===== src/rtl/fpu_pkg.sv =====
// Shared definitions for the FPU issue sequencer: op codes, control-word
// bit positions and the sequencer state encoding.
package fpu_pkg;

  localparam logic [3:0] OP_FSUB     = 4'd0;
  localparam logic [3:0] OP_FADD     = 4'd1;
  localparam logic [3:0] OP_FMUL     = 4'd2;
  localparam logic [3:0] OP_FDIV     = 4'd3;
  localparam logic [3:0] OP_FSGNJ    = 4'd4;
  localparam logic [3:0] OP_FMINMAX  = 4'd5;
  localparam logic [3:0] OP_FSQRT    = 4'd6;
  localparam logic [3:0] OP_FCMP     = 4'd7;
  localparam logic [3:0] OP_FCVT_W_S = 4'd8;
  localparam logic [3:0] OP_FCVT_S_W = 4'd9;
  localparam logic [3:0] OP_FMADD    = 4'd10;
  localparam logic [3:0] OP_FMSUB    = 4'd11;
  localparam logic [3:0] OP_FNMSUB   = 4'd12;
  localparam logic [3:0] OP_FNMADD   = 4'd13;

  localparam int CW_FPUOP    = 19;
  localparam int CW_FPU_SEL  = 18;
  localparam int CW_FREG_WR  = 15;
  localparam int CW_ALUOP_HI = 10;
  localparam int CW_ALUOP_LO = 8;
  localparam int CW_REG_WR   = 4;

  localparam int CNT_W = 5;

  typedef enum logic [1:0] {
    IDLE = 2'd0,
    EXEC = 2'd1,
    WB   = 2'd2
  } state_e;

endpackage


===== src/rtl/fpu_lat_lut.sv =====
// Combinational op-code to latency table; emits LAT-1, the value the
// sequencer loads into its down-counter on accept.
module fpu_lat_lut
  import fpu_pkg::*;
#(
  parameter int LAT_ADD  = 3,
  parameter int LAT_MUL  = 4,
  parameter int LAT_DIV  = 16,
  parameter int LAT_SQRT = 16,
  parameter int LAT_MISC = 1,
  parameter int LAT_CVT  = 2,
  parameter int LAT_FMA  = 6
) (
  input  logic [3:0]       op_i,
  output logic [CNT_W-1:0] lat_m1_o
);

  function automatic int lat_of(input logic [3:0] op);
    case (op)
      OP_FSUB, OP_FADD:                        return LAT_ADD;
      OP_FMUL:                                 return LAT_MUL;
      OP_FDIV:                                 return LAT_DIV;
      OP_FSQRT:                                return LAT_SQRT;
      OP_FCVT_W_S, OP_FCVT_S_W:                return LAT_CVT;
      OP_FMADD, OP_FMSUB, OP_FNMSUB, OP_FNMADD: return LAT_FMA;
      default:                                 return LAT_MISC;
    endcase
  endfunction

  logic [CNT_W-1:0] lut_m1 [16];

  for (genvar gi = 0; gi < 16; gi++) begin : g_lut
    localparam int LAT = lat_of(4'(gi));
    // A 5-bit counter holding LAT-1 only covers 1..32.
    if (LAT < 1 || LAT > 32) begin : g_bad
      $error("fpu_lat_lut: latency %0d for op %0d outside 1..32", LAT, gi);
    end
    assign lut_m1[gi] = CNT_W'(LAT - 1);
  end

  assign lat_m1_o = lut_m1[op_i];

endmodule


===== src/rtl/fpu_issue_seq.sv =====
// Execute-stage sequencer: issues one FPU op at a time, times it with a
// per-op latency counter, stalls the front end and requests writeback.
module fpu_issue_seq
  import fpu_pkg::*;
#(
  parameter int LAT_ADD  = 3,
  parameter int LAT_MUL  = 4,
  parameter int LAT_DIV  = 16,
  parameter int LAT_SQRT = 16,
  parameter int LAT_MISC = 1,
  parameter int LAT_CVT  = 2,
  parameter int LAT_FMA  = 6
) (
  input  logic        clk,
  input  logic        rst_n,
  input  logic        in_valid_i,
  input  logic [19:0] ctrl_i,
  input  logic [4:0]  rd_i,
  input  logic        flush_i,
  input  logic        wb_ready_i,
  output logic        stall_o,
  output logic        fpu_start_o,
  output logic [3:0]  fpu_op_o,
  output logic        wb_valid_o,
  output logic [4:0]  wb_rd_o,
  output logic        wb_float_o,
  output logic        busy_o
);

  state_e           state_q, state_d;
  logic [CNT_W-1:0] cnt_q, cnt_d;
  logic [3:0]       op_q, op_d;
  logic [4:0]       rd_q, rd_d;
  logic             float_q, float_d;
  logic             start_q, start_d;

  logic [3:0]       op_in;
  logic [CNT_W-1:0] lat_m1;
  logic             accept;
  logic             unused_ctrl;

  assign op_in  = {ctrl_i[CW_FPUOP], ctrl_i[CW_ALUOP_HI:CW_ALUOP_LO]};
  assign accept = (state_q == IDLE) && in_valid_i && ctrl_i[CW_FPU_SEL] && !flush_i;
  assign unused_ctrl = ^{ctrl_i[17:16], ctrl_i[14:11], ctrl_i[7:0]};

  fpu_lat_lut #(
    .LAT_ADD  (LAT_ADD),
    .LAT_MUL  (LAT_MUL),
    .LAT_DIV  (LAT_DIV),
    .LAT_SQRT (LAT_SQRT),
    .LAT_MISC (LAT_MISC),
    .LAT_CVT  (LAT_CVT),
    .LAT_FMA  (LAT_FMA)
  ) u_lat_lut (
    .op_i     (op_in),
    .lat_m1_o (lat_m1)
  );

  always_comb begin
    state_d = state_q;
    cnt_d   = cnt_q;
    op_d    = op_q;
    rd_d    = rd_q;
    float_d = float_q;
    start_d = 1'b0;
    case (state_q)
      IDLE: begin
        if (accept) begin
          op_d    = op_in;
          rd_d    = rd_i;
          float_d = ctrl_i[CW_FREG_WR];
          cnt_d   = lat_m1;
          start_d = 1'b1;
          state_d = EXEC;
        end
      end
      EXEC: begin
        if (flush_i) begin
          cnt_d   = '0;
          state_d = IDLE;
        end else if (cnt_q == '0) begin
          state_d = WB;
        end else begin
          cnt_d = cnt_q - 1'b1;
        end
      end
      WB: begin
        if (flush_i || wb_ready_i) begin
          state_d = IDLE;
        end
      end
      default: state_d = IDLE;
    endcase
  end

  always_ff @(posedge clk or negedge rst_n) begin
    if (!rst_n) begin
      state_q <= IDLE;
      cnt_q   <= '0;
      op_q    <= '0;
      rd_q    <= '0;
      float_q <= 1'b0;
      start_q <= 1'b0;
    end else begin
      state_q <= state_d;
      cnt_q   <= cnt_d;
      op_q    <= op_d;
      rd_q    <= rd_d;
      float_q <= float_d;
      start_q <= start_d;
    end
  end

  // Stall is derived from registered state only, so the decoder never sees
  // a combinational loop through in_valid_i.
  assign busy_o      = (state_q != IDLE);
  assign stall_o     = busy_o;
  assign fpu_start_o = start_q;
  assign fpu_op_o    = (state_q == EXEC) ? op_q : 4'd0;
  assign wb_valid_o  = (state_q == WB) && !flush_i;
  assign wb_rd_o     = (state_q == WB) ? rd_q : 5'd0;
  assign wb_float_o  = (state_q == WB) && float_q;

endmodule


===== config.mk =====
export PLATFORM = sky130hd
export DESIGN_NAME = fpu_issue_seq
export DESIGN_NICKNAME = d
export VERILOG_FILES = /design/src/rtl/fpu_pkg.sv /design/src/rtl/fpu_lat_lut.sv /design/src/rtl/fpu_issue_seq.sv
export SDC_FILE = /design/constraint.sdc
export NUM_CORES = 1
export LEC_CHECK = 0
export ABC_CLOCK_PERIOD_IN_PS = 2100
export CAP_MARGIN = 20
export CORE_ASPECT_RATIO = 1.25
export CORE_MARGIN = 5
export CORE_UTILIZATION = 41
export DETAILED_ROUTE_END_ITERATION = 7
export GPL_ROUTABILITY_DRIVEN = 1
export PLACE_DENSITY_LB_ADDON = 0.2
export SLEW_MARGIN = 20
export SYNTH_ARGS = -nofsm -noshare
export SYNTH_HDL_FRONTEND = slang
export SYNTH_SLANG_ARGS = --single-unit

===== constraint.sdc =====
create_clock -name clk -period 2.1 [get_ports clk]
set_input_delay 0.21 -clock clk [delete_from_list [all_inputs] [get_ports clk]]
set_output_delay 0.21 -clock clk [all_outputs]
set_load 0.05 [all_outputs]

Word level (Yosys, flattened, before mapping)
Memories as Yosys holds them, arrays and structs flattened.
Index checks and enable logic that the tools add are counted.
{"block": "totals", "regBits": 18, "mem_bits_ro": 80, "inputBits": 30, "word_cells": 45, "mem_count": 1}
{"block": "classes", "add_sub_neg": 1, "n_lt_le_gt_ge": 1, "n_eq_ne": 6, "muxes": 15, "bitwise": 1, "reduce_logical": 14}
{"memory": "(no name shown)", "depth": 16, "width": 5, "read_ports": 1, "rd_clocked_by_memory_dff": 0, "wr": 0, "line": "fpu_lat_lut.sv:41", "source": "assign lat_m1_o = lut_m1[op_i];"}
{"operator": "$mux W5", "count": 6}
{"operator": "$pmux W5 S2", "count": 1}
{"operator": "$mux W2", "count": 4}
{"operator": "$ne A3 B3 Y1 const B", "count": 2}
{"operator": "$pmux W2 S3", "count": 1}
{"operator": "$reduce_and A3 Y1", "count": 2}
{"operator": "$ge A5 B5 Y1 const B", "count": 1}
{"operator": "$logic_and A1 B1 Y1", "count": 5}
{"operator": "$logic_not A5 Y1", "count": 1}
{"operator": "$not A4 Y5", "count": 1}
{"operator": "$sub A5 B1 Y5 const B", "count": 1}
{"operator": "$mux W4", "count": 1}
{"operator": "$ne A2 B2 Y1 const B", "count": 2}
{"operator": "$reduce_bool A2 Y1", "count": 2}
{"operator": "$eq A2 B1 Y1 const B", "count": 1}
{"operator": "$eq A2 B2 Y1 const B", "count": 1}
{"operator": "$logic_not A2 Y1", "count": 1}
{"operator": "$mux W1", "count": 2}
{"operator": "$reduce_and A2 Y1", "count": 1}
{"operator": "$logic_not A1 Y1", "count": 1}
{"operator": "$logic_or A1 B1 Y1", "count": 1}

Longest topological paths before layout
Gate-level depths: netlist (run 1).
{"block": "logic_depth", "depth_word": 6, "depth_mapped": 6, "depth_no_buf": 6}

Modules after synthesis
A second synthesis (run 1) with hierarchy kept.
{"block": "hier_totals", "hier_cells": 96, "area_unflattened_um2": 1033.5}
{"module": "fpu_issue_seq", "n_inst": 1, "cells_each": 83, "area_per_inst_um2": 953.4, "seq_area_each_um2": 450.4}
{"module": "fpu_lat_lut", "n_inst": 1, "cells_each": 13, "area_per_inst_um2": 80.1, "seq_area_each_um2": 0.0}

Worst setup path after synthesis (run 1)
Ideal clock, no wire load.
{"block": "synth_path", "path_kind": "register -> register", "start": "register cnt_q[0]", "end": "register cnt_q[0]", "setup_time_ns": 0.125, "arrival_time_ns": 1.799, "required_time_ns": 1.975, "slack_ns": 0.176, "path_stages_with_launch": 7, "path_buffers": 0, "synth_period_minus_slack_ns": 1.924, "path_cell_list": "dfrtp_1 > inv_1 > ha_1 > or4b_1 > a211oi_2 > or2_4 > mux2_4"}
{"block": "synth_between", "elab_chain_cells": 4, "word_cells_on_any_way": 7}
{"element": "start, declared", "line": "fpu_issue_seq.sv:31", "source": "logic [CNT_W-1:0] cnt_q, cnt_d;"}
{"element": "start signal, assigned", "line": "fpu_issue_seq.sv:106", "source": "cnt_q <= cnt_d;"}
{"element": "$sub A5 B1 Y5", "line": "fpu_issue_seq.sv:84", "source": "cnt_d = cnt_q - 1'b1;"}
{"element": "$mux W5", "line": "fpu_issue_seq.sv:81", "source": "end else if (cnt_q == '0) begin"}
{"element": "$mux W5", "line": "fpu_issue_seq.sv:78", "source": "if (flush_i) begin"}
{"element": "$pmux W5 S2", "line": "fpu_issue_seq.sv:66", "source": "case (state_q)"}
Several ways; a longest one is shown, not always the timed one. The select of a mux whose other input is x is not followed.
A chain may end at the register's enable or synchronous reset.

Final worst setup path (run 1)
Same ends and word-level chain as after synthesis.

==> results of run 1 <==
kinds of logic after synthesis:
logic type / after synthesis / share of synthesized area
AO/OA/AOI/OAI: 18 / 0.1132
XOR/XNOR: 1 / 0.008708
buffers and inverters: 12 / 0.05100
AND/OR/NAND/NOR: 43 / 0.2500
adder cells (fa/ha/maj): 2 / 0.02487
multiplexers: 9 / 0.1045
flip-flops: 18 / 0.4478
metrics by stage:
stage	area [µm²]	cells	power [mW]
after floorplan	1006	103	0.8530
after global placement	1370	162	1.010
after detailed placement	1370	162	1.030
after CTS	1406	166	1.259
after global routing	1414	166	1.338
final	1414	166	1.243
area by class of cell:
class / instances / area share
Multi-Input combinational cell: 73 / 0.3584
Timing Repair Buffer: 33 / 0.2549
Sequential cell: 18 / 0.3186
Tap cell: 33 / 0.02920
Clock buffer: 4 / 0.02566
Inverter: 5 / 0.01327
flip-flops by register name, summed over array words and instances, names as in the netlist:
name,flops
rd_q,5
state_q,2
fpu_start_o,1
op_q,4
float_q,1
cnt_q,5
Yosys cell counts, types with 3 or more instances:
cell / n / share of area
a21oi_1: 3 / 0.015
and2_1: 11 / 0.068
clkbuf_1: 4 / 0.015
dfrtp_1: 18 / 0.45
inv_1: 5 / 0.019
mux2_2: 8 / 0.090
nand2_1: 5 / 0.019
nor2_1: 9 / 0.034
nor2b_1: 5 / 0.031
o21ai_0: 7 / 0.035
layer usage:
metal | up-vias | track usage | routed length [µm]
li1 | 410 | - | -
met1 | 407 | 0.1822 | 935
met2 | 28 | 0.2260 | 1085
met3 | 6 | 0.04308 | 165
met4 | 0 | 0.09346 | 48
met5 | - | 0 | 0
critical path, stage by stage, from the launching register on:
cell	delay, ns
dfrtp_1	0.43
inv_1	0.08
ha_1	0.19
or4b_1	0.47
a211oi_2	0.26
or2_4	0.19
mux2_4	0.30
what timing repair did:
action,CTS,global route
setup endpoints to repair,0,7
buffers inserted,0,0
gates resized for setup,0,3
worst paths after layout:
check                                      from                     end  slack, ns  cells after the start
hold reg to reg             op_q[1]$_DFFE_PN0P_     op_q[1]$_DFFE_PN0P_       0.49                      2
setup reg to reg           cnt_q[0]$_DFFE_PN0P_    cnt_q[0]$_DFFE_PN0P_       0.09                      6
min in group clk            op_q[1]$_DFFE_PN0P_     op_q[1]$_DFFE_PN0P_       0.49                      2
setup / recovery           cnt_q[0]$_DFFE_PN0P_    cnt_q[0]$_DFFE_PN0P_       0.09                      6
max in group asynchronous                 rst_n  state_q[1]$_DFFE_PN0P_       1.68                      2
hold / removal                            rst_n    cnt_q[3]$_DFFE_PN0P_       0.22                      2
power groups by stage:
| stage | Sequential (mW) | Clock [mW] | Combinational, mW |
|---|---|---|---|
| finish | 0.515 | 0.218 | 0.510 |
| global route | 0.530 | 0.254 | 0.554 |
| CTS | 0.514 | 0.230 | 0.515 |
| detailed placement | 0.522 | 0 | 0.508 |
| global placement | 0.514 | 0 | 0.496 |
| floorplan | 0.495 | 0 | 0.358 |
==> impl_metrics.ini, run 1 <==
[floorplan]
die_area_um2 = 3550
die_width_um = 54.31
initial_core_util = 0.4188
num_io_pins = 44
fp.coreArea_um2 = 2402
core.rowCount = 20
die_y_um = 65.38

[placed_design]
dpl.hpwl_mm = 1.681
place_ws_ns = 0.08910
gp_congestion = 0.8234
port_buffers = 29

[timing]
maxSlewHeadroom = 0.6637
finalWorstSetupSlack_ns = 0.09227
finalHoldViolCount = 0
fin_crit_ns = 2.008
skew_ns = 0.003171
worst_pin_slew_ns = 0.5037
period_share = 0.9561
finalMaxSlewViolations = 0
max_freq_mhz = 498.1
fin_setup_tns_ns = 0
timing.hold.ws_ns = 0.2216
finalSetupViolCount = 0
rsz0062_at_grt = no

[clock_network]
tritoncts = built
root_buffer = clkbuf_4
cts.sinks = 18
cts_made_buffers = 3
cts_buffer_depth = 2
cts_hold_buf = 0
h-tree-depth = 1
clk_latency_ns = 0.30
cts.reportedPaths.clkPinSlew_ns = 0.11

[final_layout]
final_core_util = 0.5885
multiInputGateArea_um2 = 506.7
seq_area_um2 = 450.4
fillerInstances = 239
n_antenna_cell = 0
layout_common_cells = dfrtp_1 (18), clkdlybuf4s50_1 (16), and2_1 (11)
syn2layout_area_growth_pct = 40.55
layout-drive-gt1-share = 0.2556
nets = 166
final_common_cell = dfrtp_1

[routing]
drt_iter0_drc = 19
first_pass_iters = 4
drtAntennaViolNets = 0
drc_errors = 0
routed_via_density = 5.127
vias = 851
drt-total-wl_mm = 2.234
wl_per_cell_um = 13.46

[synth]
syn-num-nets = 135
synth_cells = 103
ys.flop_type = dfrtp_1
avgSynthCellArea_um2 = 9.767
yosysSeqAreaShare = 0.4478
synthArstFlopShare = 1.000
synth_edf_count = 0
yosysUniqueCellTypes = 32
syn_area_um2 = 1006
synth-warning-count = 0
synth-seq-cells = 18

[power]
p_seq_frac = 0.414
p_switching_mw = 0.4366
sw_frac_of_total = 0.3512
cellLeakagePower_nw = 0.6588
combinationalPowerShare = 0.410
p_per_area_nw_per_um2 = 879.4
p_int_mw = 0.8067
vdd_drop_max_v = 0.0004857
clkPwrFrac = 0.175

[setup_path]
crit_fanout = 4
cp-end-kind = flop
crit_path_start_kind = flop
arrival_ns = 2.20
worstPathRequired_ns = 2.29
crit_type = reg2reg

[grt]
grt_overflow = 0
grtUsageTotal = 0.1499
grt_max_degree = 19
antenna_found_initial = 0
grt_pass1_vias = 923
grt_pass1_wl_mm = 3.836

[min_path]
hold_class = in2async

[status]
outcome = completed

[flow_run]
max_cap_viol_count = 0
No activity file was read; power rests on OpenSTA's default activity.
==> run 2: changes to the inputs <==
--- a/config.mk
+++ b/config.mk
@@ -12,6 +12,7 @@
 export CORE_UTILIZATION = 41
 export DETAILED_ROUTE_END_ITERATION = 7
 export GPL_ROUTABILITY_DRIVEN = 1
+export HOLD_SLACK_MARGIN = 0.12
 export PLACE_DENSITY_LB_ADDON = 0.2
 export SLEW_MARGIN = 20
 export SYNTH_ARGS = -nofsm -noshare
==> results of run 2 <==
Final layout, timing and power as in run 1 (identical DEF).
==> run 3: changes to the inputs <==
--- a/config.mk
+++ b/config.mk
@@ -7,9 +7,10 @@
 export LEC_CHECK = 0
 export ABC_CLOCK_PERIOD_IN_PS = 2100
 export CAP_MARGIN = 20
-export CORE_ASPECT_RATIO = 1.25
+export CELL_PAD_IN_SITES_DETAIL_PLACEMENT = 2
+export CELL_PAD_IN_SITES_GLOBAL_PLACEMENT = 2
 export CORE_MARGIN = 5
-export CORE_UTILIZATION = 41
+export CORE_UTILIZATION = 24
 export DETAILED_ROUTE_END_ITERATION = 7
 export GPL_ROUTABILITY_DRIVEN = 1
 export HOLD_SLACK_MARGIN = 0.12
==> impl_metrics.ini, run 3 (synthesized netlist as in run 1, its figures left out) <==
[status]
outcome = completed

[final_layout]
fillerInstances = 441
layout-drive-gt1-share = 0.2593
nets = 168
layout_common_cells = dfrtp_1 (18), clkdlybuf4s50_1 (18), and2_1 (11)
top_regs = cnt_q x5, rd_q x5, op_q x4
syn2layout_area_growth_pct = 47.76
n_antenna_cell = 0

[timing]
finalMaxSlewViolations = 0
finalHoldViolCount = 0
max_freq_mhz = 498.9
fin_setup_tns_ns = 0
finalSetupViolCount = 0
rsz0062_at_grt = no
period_share = 0.9544
skew_ns = 0.005467
worst_pin_slew_ns = 0.4980
maxSlewHeadroom = 0.6670
fin_crit_ns = 2.004

[min_path]
hold_class = in2async

[clock_network]
cts_made_buffers = 3
clk_latency_ns = 0.25
cts.sinks = 18
cts_buffer_depth = 2
root_buffer = clkbuf_8
h-tree-depth = 1
cts.reportedPaths.clkPinSlew_ns = 0.07
cts_resized = 0
cts_hold_buf = 0
cts_setup_buffers = 0
tritoncts = built

[grt]
grt_pass1_vias = 973
antenna_found_initial = 0
grt_max_degree = 19
grtUsageTotal = 0.1111
grt_pass1_wl_mm = 4.733
grt_overflow = 0

[setup_path]
crit_type = reg2reg
crit_path_start_kind = flop
arrival_ns = 2.15
cp-end-kind = flop
worstPathRequired_ns = 2.25
crit_fanout = 4

[floorplan]
die_width_um = 74.74
core.rowCount = 23
die_y_um = 74.74
die_area_um2 = 5586
num_io_pins = 44
initial_core_util = 0.2497
fp.coreArea_um2 = 4029

[routing]
drt_iter0_drc = 23
drtAntennaViolNets = 0
drc_errors = 0
drt-total-wl_mm = 2.837
routed_via_density = 4.708
first_pass_iters = 3
wl_per_cell_um = 15.34
vias = 871

[placed_design]
dpl.hpwl_mm = 2.293
port_buffers = 29
gp_congestion = 0.7054

[power]
p_per_area_nw_per_um2 = 898.7
total_power_mw = 1.336
vdd_drop_max_v = 0.0003011
cellLeakagePower_nw = 0.6525

[flow_run]
max_cap_viol_count = 0
## run 3: changes by cell type in the layout (fill, tap and decap cells not counted), sizes merged
| cell | change |
|---|---|
| dlymetal6s2s | -2 |
| clkdlybuf4s50 | +2 |
| buf | +2 |
## run 3: layout make-up
class | count | area, µm² | share of cell area
inverter | 5 | 18.77 | 0.01263
timing repair buffer | 35 | 395.4 | 0.2660
multi-input combinational | 73 | 504.2 | 0.3392
sequential | 18 | 450.4 | 0.3030
clock buffer | 4 | 55.05 | 0.03704
tap | 50 | 62.56 | 0.04209
## run 3: per-stage QoR
stage	area [µm²]	util	setup WS, ns	cells	hold slack, ns
global route	1486	0.3689	0.01002	185	0.3145
CTS	1486	0.3689	0.04781	185	0.3008
detailed placement	1431	0.3553	0.06861	181	0.4702
floorplan	1006	-	0.1756	103	-0.08559
finish	1486	0.3689	0.09571	185	0.2907
global placement	1431	0.3553	0.1139	181	0.4587
## run 3: final timing paths
path / slack (ns) / cells after the start / endpoint / start
min reg2reg: 0.48 / 2 / op_q[3]$_DFFE_PN0P_ / op_q[3]$_DFFE_PN0P_
max in group asynchronous: 1.60 / 2 / rd_q[2]$_DFFE_PN0P_ / rst_n
min: 0.29 / 2 / cnt_q[0]$_DFFE_PN0P_ / rst_n
min in group clk: 0.48 / 2 / op_q[3]$_DFFE_PN0P_ / op_q[3]$_DFFE_PN0P_
max reg2reg: 0.1 / 6 / cnt_q[0]$_DFFE_PN0P_ / cnt_q[0]$_DFFE_PN0P_
max: 0.1 / 6 / cnt_q[0]$_DFFE_PN0P_ / cnt_q[0]$_DFFE_PN0P_
## run 3: routing by layer
layer,vias up,global-route usage,share of wire
met1,440,0.1254,0.41
met2,15,0.2068,0.55
li1,414,-,-
met4,0,0.04150,0.0070
met5,-,0,0
met3,2,0.02003,0.036
## run 3: power breakdown
group / internal, mW / switching [mW] / total, mW
logic: 0.269 / 0.265 / 0.534
clock network: 0.167 / 0.120 / 0.287
registers: 0.444 / 0.0707 / 0.515
## run 3: worst max-delay path, cell delays in order, from the launching register on
cell	delay [ns]
dfrtp_1	0.41
inv_1	0.07
ha_1	0.21
or4b_1	0.47
a211oi_2	0.25
or2_4	0.19
mux2_4	0.29
